==> src/rtl/core_run_ctrl.sv <==
// Run controller for the accumulator core: sequences reset/run/done for each
// program run, enforces a cycle timeout and arbitrates the dmem port between host and core.
module core_run_ctrl #(
  parameter int unsigned    AW         = 8,
  parameter int unsigned    DW         = 8,
  parameter int unsigned    CW         = 16,
  parameter int unsigned    RST_CYCLES = 2,
  parameter logic [CW-1:0]  TIMEOUT    = 16'd50000
) (
  input  logic          clk,
  input  logic          reset,
  input  logic          start,
  input  logic          host_we,
  input  logic [AW-1:0] host_addr,
  input  logic [DW-1:0] host_wdata,
  input  logic          core_we,
  input  logic [AW-1:0] core_addr,
  input  logic [DW-1:0] core_wdata,
  input  logic          core_done,
  output logic          core_reset,
  output logic          mem_we,
  output logic [AW-1:0] mem_addr,
  output logic [DW-1:0] mem_di,
  output logic          busy,
  output logic          finished,
  output logic          timeout,
  output logic          host_err,
  output logic [CW-1:0] cycle_count
);

  localparam logic [1:0] S_IDLE = 2'd0;
  localparam logic [1:0] S_RST  = 2'd1;
  localparam logic [1:0] S_RUN  = 2'd2;
  localparam logic [1:0] S_DONE = 2'd3;

  localparam int unsigned    RCW          = (RST_CYCLES > 1) ? $clog2(RST_CYCLES) : 1;
  localparam logic [RCW-1:0] RST_LAST     = RCW'(RST_CYCLES - 1);
  localparam logic [CW-1:0]  TIMEOUT_LAST = TIMEOUT - 1'b1;

  logic [1:0]     state_q, state_d;
  logic [RCW-1:0] rst_cnt_q, rst_cnt_d;
  logic [CW-1:0]  cycle_count_q, cycle_count_d;
  logic           timeout_q, timeout_d;
  logic           host_err_q, host_err_d;

  // NOTE: every _d gets a default first so no path through the case infers a latch.
  always_comb begin
    state_d       = state_q;
    rst_cnt_d     = rst_cnt_q;
    cycle_count_d = cycle_count_q;
    timeout_d     = timeout_q;
    host_err_d    = host_we && ((state_q == S_RST) || (state_q == S_RUN));

    case (state_q)
      S_IDLE, S_DONE: begin
        if (start) begin
          state_d       = S_RST;
          rst_cnt_d     = '0;
          cycle_count_d = '0;
          timeout_d     = 1'b0;
        end
      end
      S_RST: begin
        if (rst_cnt_q == RST_LAST) begin
          state_d = S_RUN;
        end else begin
          rst_cnt_d = rst_cnt_q + 1'b1;
        end
      end
      S_RUN: begin
        // The cycle that sees core_done still counts; done beats a coincident timeout.
        cycle_count_d = cycle_count_q + 1'b1;
        if (core_done) begin
          state_d   = S_DONE;
          timeout_d = 1'b0;
        end else if (cycle_count_q == TIMEOUT_LAST) begin
          state_d   = S_DONE;
          timeout_d = 1'b1;
        end
      end
      default: state_d = S_IDLE;
    endcase
  end

  // NOTE: sequential state uses non-blocking assignments so all flops update together.
  always_ff @(posedge clk) begin
    if (reset) begin
      state_q       <= S_IDLE;
      rst_cnt_q     <= '0;
      cycle_count_q <= '0;
      timeout_q     <= 1'b0;
      host_err_q    <= 1'b0;
    end else begin
      state_q       <= state_d;
      rst_cnt_q     <= rst_cnt_d;
      cycle_count_q <= cycle_count_d;
      timeout_q     <= timeout_d;
      host_err_q    <= host_err_d;
    end
  end

  assign core_reset  = (state_q != S_RUN);
  assign busy        = (state_q == S_RST) || (state_q == S_RUN);
  assign finished    = (state_q == S_DONE);
  assign timeout     = timeout_q;
  assign host_err    = host_err_q;
  assign cycle_count = cycle_count_q;

  // While the core is held in reset nobody may write; the address still tracks the host.
  always_comb begin
    mem_we   = host_we;
    mem_addr = host_addr;
    mem_di   = host_wdata;
    case (state_q)
      S_RUN: begin
        mem_we   = core_we;
        mem_addr = core_addr;
        mem_di   = core_wdata;
      end
      S_RST:   mem_we = 1'b0;
      default: mem_we = host_we;
    endcase
  end

endmodule

==> config.mk <==
export PLATFORM = sky130hd
export DESIGN_NAME = core_run_ctrl
export DESIGN_NICKNAME = d
export VERILOG_FILES = /design/src/rtl/core_run_ctrl.sv
export SDC_FILE = /design/constraint.sdc
export NUM_CORES = 1
export LEC_CHECK = 0
export ABC_AREA = 1
export BUFFER_PORTS_ARGS = -buffer_cell sky130_fd_sc_hd__buf_2
export CAP_MARGIN = 20
export CELL_PAD_IN_SITES_DETAIL_PLACEMENT = 0
export CELL_PAD_IN_SITES_GLOBAL_PLACEMENT = 1
export CORE_MARGIN = 5
export CORE_UTILIZATION = 28
export CTS_BUF_LIST = sky130_fd_sc_hd__clkbuf_8 sky130_fd_sc_hd__clkbuf_16
export DETAILED_ROUTE_END_ITERATION = 16
export PLACE_DENSITY_LB_ADDON = 0.1
export SLEW_MARGIN = 0
export SYNTH_ARGS = -nofsm -noshare
export SYNTH_HDL_FRONTEND = slang
export SYNTH_SLANG_ARGS = --single-unit
==> constraint.sdc <==
create_clock -name clk -period 2.25 [get_ports clk]
set_input_delay 0.45 -clock clk [delete_from_list [all_inputs] [get_ports clk]]
set_output_delay 0.45 -clock clk [all_outputs]
set_load 0.01 [all_outputs]
==> metrics.yaml <==
synth:
  synth_area_mm2: 0.00137
  syn_inst: 223
  async_flop_share: 0
  synth_most_common_cell: "nand2_1"
  yosysTopAreaCell: "dfxtp_1"
  synth_edf_count: 0
  ys_ff_latch: 21
  syn_avg_cell_area_um2: 6.13
  synth.top_cells.by_area: "dfxtp_1 31%, nand2_1 23%, inv_1 8.0%"
  ys_seq_area_frac: 0.308
  synthFlopType: "dfxtp_1"
  synth_common_cells: "82 x nand2_1, 29 x inv_1, 25 x nor2_1, 21 x dfxtp_1, 11 x nand3_1"
  synth_top_area_frac: 0.308
  syn-num-nets: 266
  ys_types: 23
  ys_warn_count: 0
drt:
  wire_per_inst_um: 11.0
  wirelength_mm: 4.02
  drt_iter0_markers: 44
  drc: 0
  detail-route-antenna-nets: 0
  vias_per_cell: 4.24
  num_vias: 1551
  dr.pass1.iters: 4
worst_setup_path:
  r2r-start: "state_q[0]"
  critPathCaptureType: "output port"
  r2r-end: "cycle_count[3]"
  slowest_stage: "dfxtp_1"
  crit_top_cell: "inv_1"
  critPathMaxStageDelay_ns: 0.42
  ff2ff_setup_slack_ns: 0.46
  startpoint_type: "flop"
  cp.arrival_ns: 1.55
  cp_max_fo: 5
  crit_path_cell_trace: "inv_1 -> ha_1 -> inv_1 -> nand3_1 -> o21ai_0 -> buf_2"
  critical_path_class: "flop to output port"
  reg2reg_depth: 8
  worst_ep_required_time_ns: 1.80
timing:
  max_clock_freq_mhz: 500
  worst_pin_slew_ns: 0.299
  period_minus_slack_ns: 2.00
  slew_viol_final: 0
  fin_crit_sh: 0.889
  grt_setup_unrepaired: "no"
  fin_skew_ns: 0.00516
  slew_headroom: 0.800
  finalSetupViolations: 0
  finalSetupTns_ns: 0
  hold_violations: 0
grt:
  grt_max_degree: 19
  grtUsageTotal: 0.132
  grt_pass1_vias: 1521
  grt_pass1_wl_mm: 6.86
  grt_antenna_before_repair: 0
  grt_overflow: 0
clocking:
  numCtsBuffers: 3
  clkTransAtPathRegs_ns: 0.08
  cts_tree: "yes"
  cts_sinks: 21
  ctsRootBufferMaster: "clkbuf_8"
  cts_setup_buffers: 0
  hold_buffers: 0
  htreeDepth: 1
  postCtsResizedCells: 0
  cts.path.max_buffers: 2
  clk_latency_ns: 0.27
cells_and_area:
  seqCellArea_um2: 420
  nNetsFinal: 343
  syn2layout_area_growth_pct: 35.8
  fillers: 519
  antenna_cells: 0
  multiInputGateArea_um2: 802
  finish.utilization: 0.393
  layout-drive-gt1-share: 0.328
place:
  gp_congestion: 0.774
  placement.io_buffers: 75
  place_hpwl_mm: 3.23
min_path:
  hold_path_end: "rst_cnt_q"
  holdPathStages: 2
  hold_start: "reset"
  min_path_type: "primary input to flop"
die:
  die_h_um: 79.9
  start_util: 0.289
  core_mm2: 0.00472
  dieWidth_um: 79.9
  die_area_mm2: 0.00638
  rows: 25
  ios: 76
power:
  p_per_area_mw_per_mm2: 810
  power_frac_seq: 0.303
  swShare: 0.447
  irDropWorstVdd_mv: 0.285
  p_clk_frac: 0.171
  power_leakage_nw: 0.994
  pwr-share-comb: 0.526
  p_int_uw: 832
  p_sw_uw: 671
outcome:
  status: "finished, final reports clean"
run:
  maxCapViolCount: 0
-- power groups by stage --
stage	registers [mW]	logic (mW)	clock network, mW
floorplan	0.465	0.543	0
global placement	0.463	0.808	0
detailed placement	0.464	0.804	0
CTS	0.455	0.805	0.267
global route	0.464	0.912	0.288
finish	0.456	0.790	0.257
-- worst max-delay path: cells and delay by family (launching register included) --
family                   cells  cell delay [ns]
AO/OA/AOI/OAI                1             0.07
AND/OR/NAND/NOR              1             0.07
flip-flops                   1             0.42
buffers and inverters        3             0.34
adder cells (fa/ha/maj)      1             0.38
-- sequential cells by signal, indices dropped and copies added, names as in the netlist --
| signal | flops |
|---|---|
| state_q | 2 |
| host_err | 1 |
| rst_cnt_q | 1 |
| cycle_count | 16 |
| timeout | 1 |
-- metrics by stage --
step / power, mW / instances / setup WS [ns] / instance area, um2 / hold slack [ns]
after floorplan: 1.01 / 223 / 0.413 / 1370 / 0.440
after global placement: 1.27 / 362 / 0.497 / 1810 / 0.459
after detailed placement: 1.27 / 362 / 0.464 / 1810 / 0.448
after CTS: 1.53 / 366 / 0.238 / 1860 / 0.357
after global routing: 1.66 / 366 / 0.105 / 1860 / 0.353
final: 1.50 / 366 / 0.250 / 1860 / 0.365
-- metal layers --
metal / vias to the layer above / global-route usage / wire (um)
met1: 661 / 0.177 / 1850
met3: 4 / 0.0384 / 249
met4: 0 / 0.0270 / 40
met5: - / 0 / 0
li1: 847 / - / -
met2: 39 / 0.211 / 1880
-- cell families (layout without fill, tap and decap cells) --
group	after synthesis	after routing	share of synthesized area
buffers and inverters	36	112	0.105
adders and majority gates	5	5	0.0458
and+or+nand+nor	139	139	0.443
DFF	21	21	0.308
AOI/OAI and AO/OA	22	22	0.0980
-- layout by cell type (no fill, tap or decap) --
cell / Yosys / layout
a211oi_1: 2 / 2
a21oi_1: 9 / 9
a21oi_2: 3 / 3
buf_2: 1 / 75
buf_4: 0 / 1
clkbuf_8: 0 / 3
clkinv_2: 0 / 1
dfxtp_1: 21 / 21
ha_1: 5 / 5
inv_1: 29 / 29
inv_2: 3 / 3
nand2_1: 82 / 82
nand2_2: 2 / 2
nand2_4: 1 / 1
nand3_1: 11 / 11
nand4_1: 6 / 6
nor2_1: 25 / 25
nor2_2: 2 / 2
nor2_4: 3 / 3
nor3_1: 5 / 5
nor3_2: 1 / 1
o21ai_0: 6 / 6
o21ai_2: 2 / 2
or2_2: 1 / 1
-- worst max-delay path by stage --
stage	to	slack (ns)	startpoint	cells after the start
floorplan	mem_addr[0]	0.41	state_q[0]	7
global placement	cycle_count[3]	0.50	state_q[0]	8
detailed placement	cycle_count[3]	0.46	state_q[0]	8
CTS	mem_we	0.24	state_q[0]	6
global route	mem_we	0.11	state_q[0]	5
finish	mem_we	0.25	state_q[0]	6
-- final cells by class --
| cell class | instances | share of cell area |
|---|---|---|
| repair buffers | 76 | 0.206 |
| inverters | 32 | 0.0647 |
| multi-input cells | 166 | 0.432 |
| well taps | 67 | 0.0452 |
| flip-flops and latches | 21 | 0.227 |
| clock buffers | 3 | 0.0223 |
| clock inverters | 1 | 0.00270 |
No activity file was read; power rests on OpenSTA's default activity.
